### src/rtl/ec_fifo_pkg.sv
// Shared types and sizing helpers for the sram_fifo read path.
package ec_fifo_pkg;

  typedef enum logic [1:0] {
    IDLE = 2'd0,
    RUN  = 2'd1,
    DONE = 2'd2
  } rd_state_e;

  localparam int unsigned SRAM_WRAP_WIDTH_DEF = 32;

  // Counter width able to hold 0..depth inclusive.
  function automatic int unsigned cnt_w(input int unsigned depth);
    return $clog2(depth) + 1;
  endfunction

endpackage

### src/rtl/sram_fifo_reader_buf.sv
// Circular skid buffer for returned SRAM words; head entry is presented from registers.
module sram_fifo_reader_buf
  import ec_fifo_pkg::*;
#(
  parameter int unsigned WIDTH = SRAM_WRAP_WIDTH_DEF,
  parameter int unsigned DEPTH = 4
) (
  input  logic                     clk,
  input  logic                     rst_n,
  input  logic                     push,
  input  logic [WIDTH-1:0]         push_data,
  input  logic                     pop,
  output logic [WIDTH-1:0]         head_data,
  output logic [cnt_w(DEPTH)-1:0]  occupancy
);

  localparam int unsigned PTR_W = $clog2(DEPTH);
  localparam int unsigned CNT_W = cnt_w(DEPTH);

  logic [WIDTH-1:0] mem [DEPTH];
  logic [PTR_W-1:0] wr_ptr;
  logic [PTR_W-1:0] rd_ptr;

  // Pointers wrap naturally because DEPTH is a power of two.
  always_ff @(posedge clk) begin
    if (!rst_n) begin
      wr_ptr    <= '0;
      rd_ptr    <= '0;
      occupancy <= '0;
      for (int i = 0; i < int'(DEPTH); i++) mem[i] <= '0;
    end else begin
      if (push) begin
        mem[wr_ptr] <= push_data;
        wr_ptr      <= wr_ptr + PTR_W'(1);
      end
      if (pop) rd_ptr <= rd_ptr + PTR_W'(1);
      case ({push, pop})
        2'b10:   occupancy <= occupancy + CNT_W'(1);
        2'b01:   occupancy <= occupancy - CNT_W'(1);
        default: occupancy <= occupancy;
      endcase
    end
  end

  assign head_data = mem[rd_ptr];

endmodule

### src/rtl/sram_fifo_reader.sv
// Burst read master for sram_fifo: credit-limited requests into a skid buffer, drained on valid/ready.
// Optional SRAM_FIFO_READER_STATS_EN adds saturating stall counters.
module sram_fifo_reader
  import ec_fifo_pkg::*;
#(
  parameter int unsigned SRAM_WRAP_WIDTH = SRAM_WRAP_WIDTH_DEF,
  parameter int unsigned BUF_DEPTH       = 4,
  parameter int unsigned RD_LAT          = 1,
  parameter int unsigned LEN_W           = 16
) (
  input  logic                       clk,
  input  logic                       rst_n,
  input  logic                       start,
  input  logic [LEN_W-1:0]           burst_len,
  output logic                       busy,
  output logic                       done,
  output logic                       fifo_rd_req,
  input  logic                       fifo_empty,
  input  logic                       fifo_rd_data_val,
  input  logic [SRAM_WRAP_WIDTH-1:0] fifo_rd_data,
  output logic                       out_valid,
  output logic [SRAM_WRAP_WIDTH-1:0] out_data,
  input  logic                       out_ready,
  output logic                       err_unexp_rsp
`ifdef SRAM_FIFO_READER_STATS_EN
  ,
  output logic [31:0]                stat_empty_stall,
  output logic [31:0]                stat_bp_stall
`endif
);

  localparam int unsigned CNT_W = cnt_w(BUF_DEPTH);
  localparam int unsigned SUM_W = CNT_W + 1;

  // Below this depth the credit loop caps throughput under one word per cycle.
  if (BUF_DEPTH < RD_LAT + 2) begin : g_below_full_rate
  end

  rd_state_e          state;
  rd_state_e          state_nxt;
  logic [LEN_W-1:0]   len;
  logic [LEN_W-1:0]   issued;
  logic [LEN_W-1:0]   delivered;
  logic [CNT_W-1:0]   outstanding;
  logic [CNT_W-1:0]   occupancy;

  logic start_acc;
  logic more;
  logic credit_ok;
  logic rsp_ok;
  logic xfer;
  logic last_xfer;

  assign start_acc = (state == IDLE) && start;
  assign more      = issued < len;
  assign credit_ok = (SUM_W'(outstanding) + SUM_W'(occupancy)) < SUM_W'(BUF_DEPTH);
  assign fifo_rd_req = (state == RUN) && !fifo_empty && more && credit_ok;
  assign rsp_ok    = fifo_rd_data_val && (outstanding != '0);
  assign out_valid = occupancy != '0;
  assign xfer      = out_valid && out_ready;
  assign last_xfer = xfer && ((delivered + LEN_W'(1)) == len);
  assign busy      = state == RUN;
  assign done      = state == DONE;

  sram_fifo_reader_buf #(
    .WIDTH (SRAM_WRAP_WIDTH),
    .DEPTH (BUF_DEPTH)
  ) u_buf (
    .clk       (clk),
    .rst_n     (rst_n),
    .push      (rsp_ok),
    .push_data (fifo_rd_data),
    .pop       (xfer),
    .head_data (out_data),
    .occupancy (occupancy)
  );

  always_ff @(posedge clk) begin
    if (!rst_n) state <= IDLE;
    else        state <= state_nxt;
  end

  always_comb begin
    state_nxt = state;
    case (state)
      IDLE:    if (start) state_nxt = (burst_len == '0) ? DONE : RUN;
      RUN:     if ((delivered == len) || last_xfer) state_nxt = DONE;
      DONE:    state_nxt = IDLE;
      default: state_nxt = IDLE;
    endcase
  end

  // Burst bookkeeping and in-flight read tracking.
  always_ff @(posedge clk) begin
    if (!rst_n) begin
      len           <= '0;
      issued        <= '0;
      delivered     <= '0;
      outstanding   <= '0;
      err_unexp_rsp <= 1'b0;
    end else begin
      if (start_acc) begin
        len       <= burst_len;
        issued    <= '0;
        delivered <= '0;
      end else begin
        if (fifo_rd_req) issued    <= issued + LEN_W'(1);
        if (xfer)        delivered <= delivered + LEN_W'(1);
      end
      case ({fifo_rd_req, rsp_ok})
        2'b10:   outstanding <= outstanding + CNT_W'(1);
        2'b01:   outstanding <= outstanding - CNT_W'(1);
        default: outstanding <= outstanding;
      endcase
      if (fifo_rd_data_val && (outstanding == '0)) err_unexp_rsp <= 1'b1;
    end
  end

`ifdef SRAM_FIFO_READER_STATS_EN
  logic stall_run;
  assign stall_run = (state == RUN) && more;

  // Stall attribution counters, each charged only when its cause is the sole blocker.
  always_ff @(posedge clk) begin
    if (!rst_n || start_acc) begin
      stat_empty_stall <= '0;
      stat_bp_stall    <= '0;
    end else begin
      if (stall_run && fifo_empty && credit_ok && (stat_empty_stall != '1))
        stat_empty_stall <= stat_empty_stall + 32'd1;
      if (stall_run && !fifo_empty && !credit_ok && (stat_bp_stall != '1))
        stat_bp_stall <= stat_bp_stall + 32'd1;
    end
  end
`endif

endmodule
### config.mk
export PLATFORM = sky130hd
export DESIGN_NAME = sram_fifo_reader
export DESIGN_NICKNAME = d
export VERILOG_FILES = /design/src/rtl/ec_fifo_pkg.sv /design/src/rtl/sram_fifo_reader_buf.sv /design/src/rtl/sram_fifo_reader.sv
export SDC_FILE = /design/constraint.sdc
export NUM_CORES = 1
export LEC_CHECK = 0
export CORE_MARGIN = 1
export CORE_UTILIZATION = 59
export CTS_BUF_LIST = sky130_fd_sc_hd__clkbuf_2
export DETAILED_ROUTE_END_ITERATION = 6
export PLACE_DENSITY = 0.82
export SYNTH_ARGS = -nofsm -noshare
export SYNTH_HDL_FRONTEND = slang
export SYNTH_SLANG_ARGS = --single-unit
### constraint.sdc
create_clock -name clk -period 4.7 [get_ports clk]
set_input_delay 0.47 -clock clk [delete_from_list [all_inputs] [get_ports clk]]
set_output_delay 0.47 -clock clk [all_outputs]
set_load 0.005 [all_outputs]
# Word-level counts from Yosys, hierarchy flattened
# Memory sizes are Yosys's and may differ from the RTL's. A register that Yosys moved wholly into a read port is not among the register bits.
# Cells that the tools add are included.
# W data, S select, Z words.
# classes
add_sub_neg	9
mul	0
n_div	0
n_lt_le_gt_ge	2
eq_ne	10
shifts	0
muxes	15
bitwise_logic	1
n_reduce_logical	20
# ops
op	count
$add A16 B1 Y16 const B	2
$eq A16 B16 Y1	2
$mux W32	1
$reduce_or A32 Y1	1
$logic_not A16 Y1	1
$lt A16 B16 Y1	1
$mux W2	6
$pmux W3 S2	2
$logic_and A1 B1 Y1	8
$add A3 B1 Y3 const B	2
$eq A2 B1 Y1 const B	3
$eq A2 B2 Y1 const B	3
$reduce_bool A3 Y1	2
$sub A3 B1 Y3 const B	2
$mux W1	5
$add A2 B1 Y2 const B	2
$add A3 B3 Y4	1
$lt A4 B3 Y1 const B	1
$pmux W2 S2	1
$reduce_bool A2 Y1	2
$logic_not A3 Y1	1
$logic_not A2 Y1	1
$ne A2 B1 Y1 const B	1
$ne A2 B2 Y1 const B	1
other kinds (5)	5
# totals
regBits	61
latchBits	0
ram_bits	128
mem_bits_ro	0
in_bits	54
out_inout_bits	37
memories	1
# memory_table
name	depth	width	rd	rd_clocked_by_memory_dff	write_ports	line_no	rtl
u_buf.mem	4	32	1	1	4	sram_fifo_reader_buf.sv:20	logic [WIDTH-1:0] mem [DEPTH];

# Logic depth before layout (Yosys ltp)
# depth
word_depth	7
depth_mapped	15
depth_no_buf	15

# Cells and area by module
# Synthesis repeated with hierarchy kept, for this count alone.
# unflattened
hier_cells	777
hier_area_um2	9317.7
# by_module_without_submodules
mod	instances	cells_per_inst	area_per_inst_um2
sram_fifo_reader_buf	1	360	6005.8
sram_fifo_reader	1	417	3311.9

# Worst setup path before layout
# Ideal clock, no wire load.
# synth_path
kind	register to register
startpoint	register outstanding[0]
endpoint	memory u_buf.mem[1][0] (netlist name), enable pin
setup_ns	0.466
arrival_ns	3.034
setup_slack_ns	1.201
path_stages_with_launch	5
cell_sequence	dfxtp_1 nor3_1 nand2b_1 clkbuf_1 o21ai_0
# synth_rtl
item	line_no	rtl
start: declaration	sram_fifo_reader.sv:44	logic [CNT_W-1:0] outstanding;
start signal: assignment	sram_fifo_reader.sv:111	2'b10: outstanding <= outstanding + CNT_W'(1);
start signal: assignment	sram_fifo_reader.sv:112	2'b01: outstanding <= outstanding - CNT_W'(1);
start signal: assignment	sram_fifo_reader.sv:113	default: outstanding <= outstanding;
end: declaration	sram_fifo_reader_buf.sv:20	

==> results.md <==
* Status: complete, no violations
* Routed wire length at 18570 um
* PortBufs at 90
* Total clock sinks at 191
* Cts bufs inserted at 17
* Fmax at ~0.28 GHz
* Relative slew slack at 0.2438
* H-tree depth at 4
* Hold EP: len[11]
* Yosys cell types at 54
* Final Slew Violations at 0
* Post-synth top area share at 0.4202
* CTS clk-pin slew, worst paths at about 0.29 ns
* IO Pins at 91
* Most common cell after layout, fill and taps aside: edfxtp_1
* Clk buf depth at 2
* Buf+Inv Stages, Crit Path at 2
* Gr ovfl total at 0
* R2r endpoint: outstanding[2]
* Clock latency at the later pin of the worst-skew pair at 0.77 ns
* Top delay family on crit path: flip-flops
* Min-delay src: burst_len[11]
* Design Area, Final at approximately 10000 um^2
* Final setup fails at 0
* Cell row count at 45
* Antenna Nets Post-Route at 0
* GP Congestion at 0.8951
* Post-route DRC violation count at 0
* Layout cell share with drive strength beyond 1 at 0.09813
* Initial antenna violation count at 1
* Sequential cell area fraction in the yosys report at 0.5581
* Total GRT Usage at 0.2462
* Endpoints failing hold at 0
* CTS Hold Bufs at 0
* Worst path cell trace: buf_4, mux4_2, clkdlybuf4s50_1
* Post-synthesis cell count at approximately 800
* Vias at 6254
* Final nets at just under 1k
* Worst Tran Pin Value at approximately 1.1 ns
* Post-CTS setup buffer count at 0
* Peak VDD IR at around 0.00016 V
* Critical path class: reg2out
* Total Neg Setup Slack at 0 ns
* Core area at around 15000 um^2
* RSZ-0062 raised after global routing: false
* Worst Path Arrival at 3.14 ns
* Synthesized net count at 893
* Synth warn at 0
* Leak at 3.916 nW
* Final worst-path cycle share at 0.7691
* Minimum clock period at 3.615 ns
* CP Launch Type: register
* Mux cell area share after synthesis at 0.08986
* Final core occ at 0.6926
* Post_cts resized at 0
* Hold Crit Depth at 3
* Crit path max fanout at 22
* Critical Path Max Stage Delay at about 0.93 ns
* Initial Utilization at 0.6040
* Largest family of logic cells by synthesized area: simple AND/OR/NAND/NOR gates
* CP max-delay cell: dfxtp_2
* Largest net degree at the start of global routing at 38
* Detailed Place HPWL at 12660 um
* Crit path capture type: output pin
* Post-Place Cell Area at 10240 um^2
* P per Cell Area at about 360 nW/um^2
* CTS tree: built
* Die Wd at 126.5 um
* R2r setup slk at 1.76 ns
* Vias in the first global route at approximately 6k
* Die span in y at 126.5 um
* Routed wire length per instance at 16.94 um
* Iteration-0 DRC Markers at about 430
* EDFF count, synth at 128
* Root buffer cell: clkbuf_2
* Post-synthesis simple-gate area fraction at 0.1842
* Layout area overhead at 14.68%
* Adder-Cell Fraction of Synth Area at 0.03310
* Top cells by area, synth: edfxtp_1 42%, dfxtp_1 14%, mux4_2 7.9%
* FF-to-FF path depth at 13
* Via density per instance at 5.706
* Drt first pass iters at 7
* Synthesized cell area at 9148 um^2
* Max cap viols at 0
* Register bit count reported by yosys at around 190
* Clock skew at 0.05271 ns
* Async SR Flop Fraction at 0
* Die ar. at ~16000 um^2
* Main synth FF type: edfxtp_1
* Yosys top cell by area: edfxtp_1
* CP required at 4.23 ns
* Reg2Reg Launch Point: len[5]
* Synth Area in Compound Gates at 0.05389
* Commonest cells after routing, fill and taps aside: 128 x edfxtp_1, 111 x nand2_1, 91 x nor2_1
* Global-route wire length before repair at 30100 um
* Synth Area per Inst at 11.21 um^2
* Hold crit path type: in2reg
* Synth Area in XOR/XNOR at 0.03830
* Hold slack final at roughly 0.24 ns
[registers in the layout, indices dropped and copies added (netlist names), named ones only]
name	count
state	2
u_buf.mem	128
len	16
err_unexp_rsp	1
outstanding	3
u_buf.rd_ptr	2
delivered	16
issued	16
u_buf.wr_ptr	2
u_buf.occupancy	3
[synth_stat cells, drive strengths merged, types with 12 or more instances]
master	count
mux4	32
nand2b	12
o21ai	14
ha	21
edfxtp	128
a21oi	13
nor4	12
and2	44
nand3	16
a21boi	19
dfxtp	63
xor2	16
inv	58
clkbuf	33
xnor2	24
nand2	111
nor2	91
[final cells by class]
type | instances | area (um^2)
sequential | 191 | 5106
fill | 1112 | 4656
multi-input combinational | 524 | 3686
timing repair buffer | 102 | 991.0
tap | 188 | 235.2
inverter | 58 | 217.7
clock inverter | 14 | 161.4
clock buffer | 18 | 90.09
antenna | 1 | 2.502
[per-stage QoR]
| stage | power, W | instances | setup slack (ns) |
|---|---|---|---|
| finish | 0.003748 | 1096 | 1.085 |
| global placement | 0.002920 | 1063 | 1.748 |
| CTS | 0.003775 | 1095 | 0.9935 |
| floorplan | 0.002564 | 816 | 1.201 |
| global route | 0.003920 | 1096 | 0.8043 |
| detailed placement | 0.002949 | 1063 | 1.694 |
[kinds of logic after synthesis]
logic type / after synthesis
simple gates: 347
flops: 191
buf+inv: 101
compound gates: 72
mux: 42
xor+xnor: 40
fa+ha+maj: 23
[power by group]
| part | total [W] | switching, W | internal, W |
|---|---|---|---|
| combinational | 0.000873 | 0.000416 | 0.000457 |
| clock | 0.000840 | 0.000611 | 0.000229 |
| sequential | 0.00203 | 0.000101 | 0.00193 |
| total | 0.00375 | 0.00113 | 0.00262 |
[tightest hold or removal path: cells and delay by family]
family                 cells  cell delay, ns
and+or+nand+nor            1            0.07
buffers and inverters      1            0.42
AOI/OAI and AO/OA          1            0.05
[worst max-delay path by stage]
stage	from	to	depth (start not counted)
after floorplan	outstanding[0]	u_buf.mem[1][0]	4
after global placement	fifo_rd_data_val	u_buf.mem[0][24]	8
after detailed placement	fifo_rd_data_val	u_buf.mem[0][23]	8
after CTS	register	out_data[18]	3
after global routing	len[5]	fifo_rd_req	10
final	register	out_data[18]	3
[routing by layer]
metal / part of all wire / vias up / global-route usage
met1: 0.42 / 3016 / 0.3024
li1: - / 3016 / -
met3: 0.048 / 22 / 0.04597
met4: 0.013 / 0 / 0.07654
met2: 0.52 / 200 / 0.4410
met5: 0 / - / 0
Power figures use the tool's default switching activity.
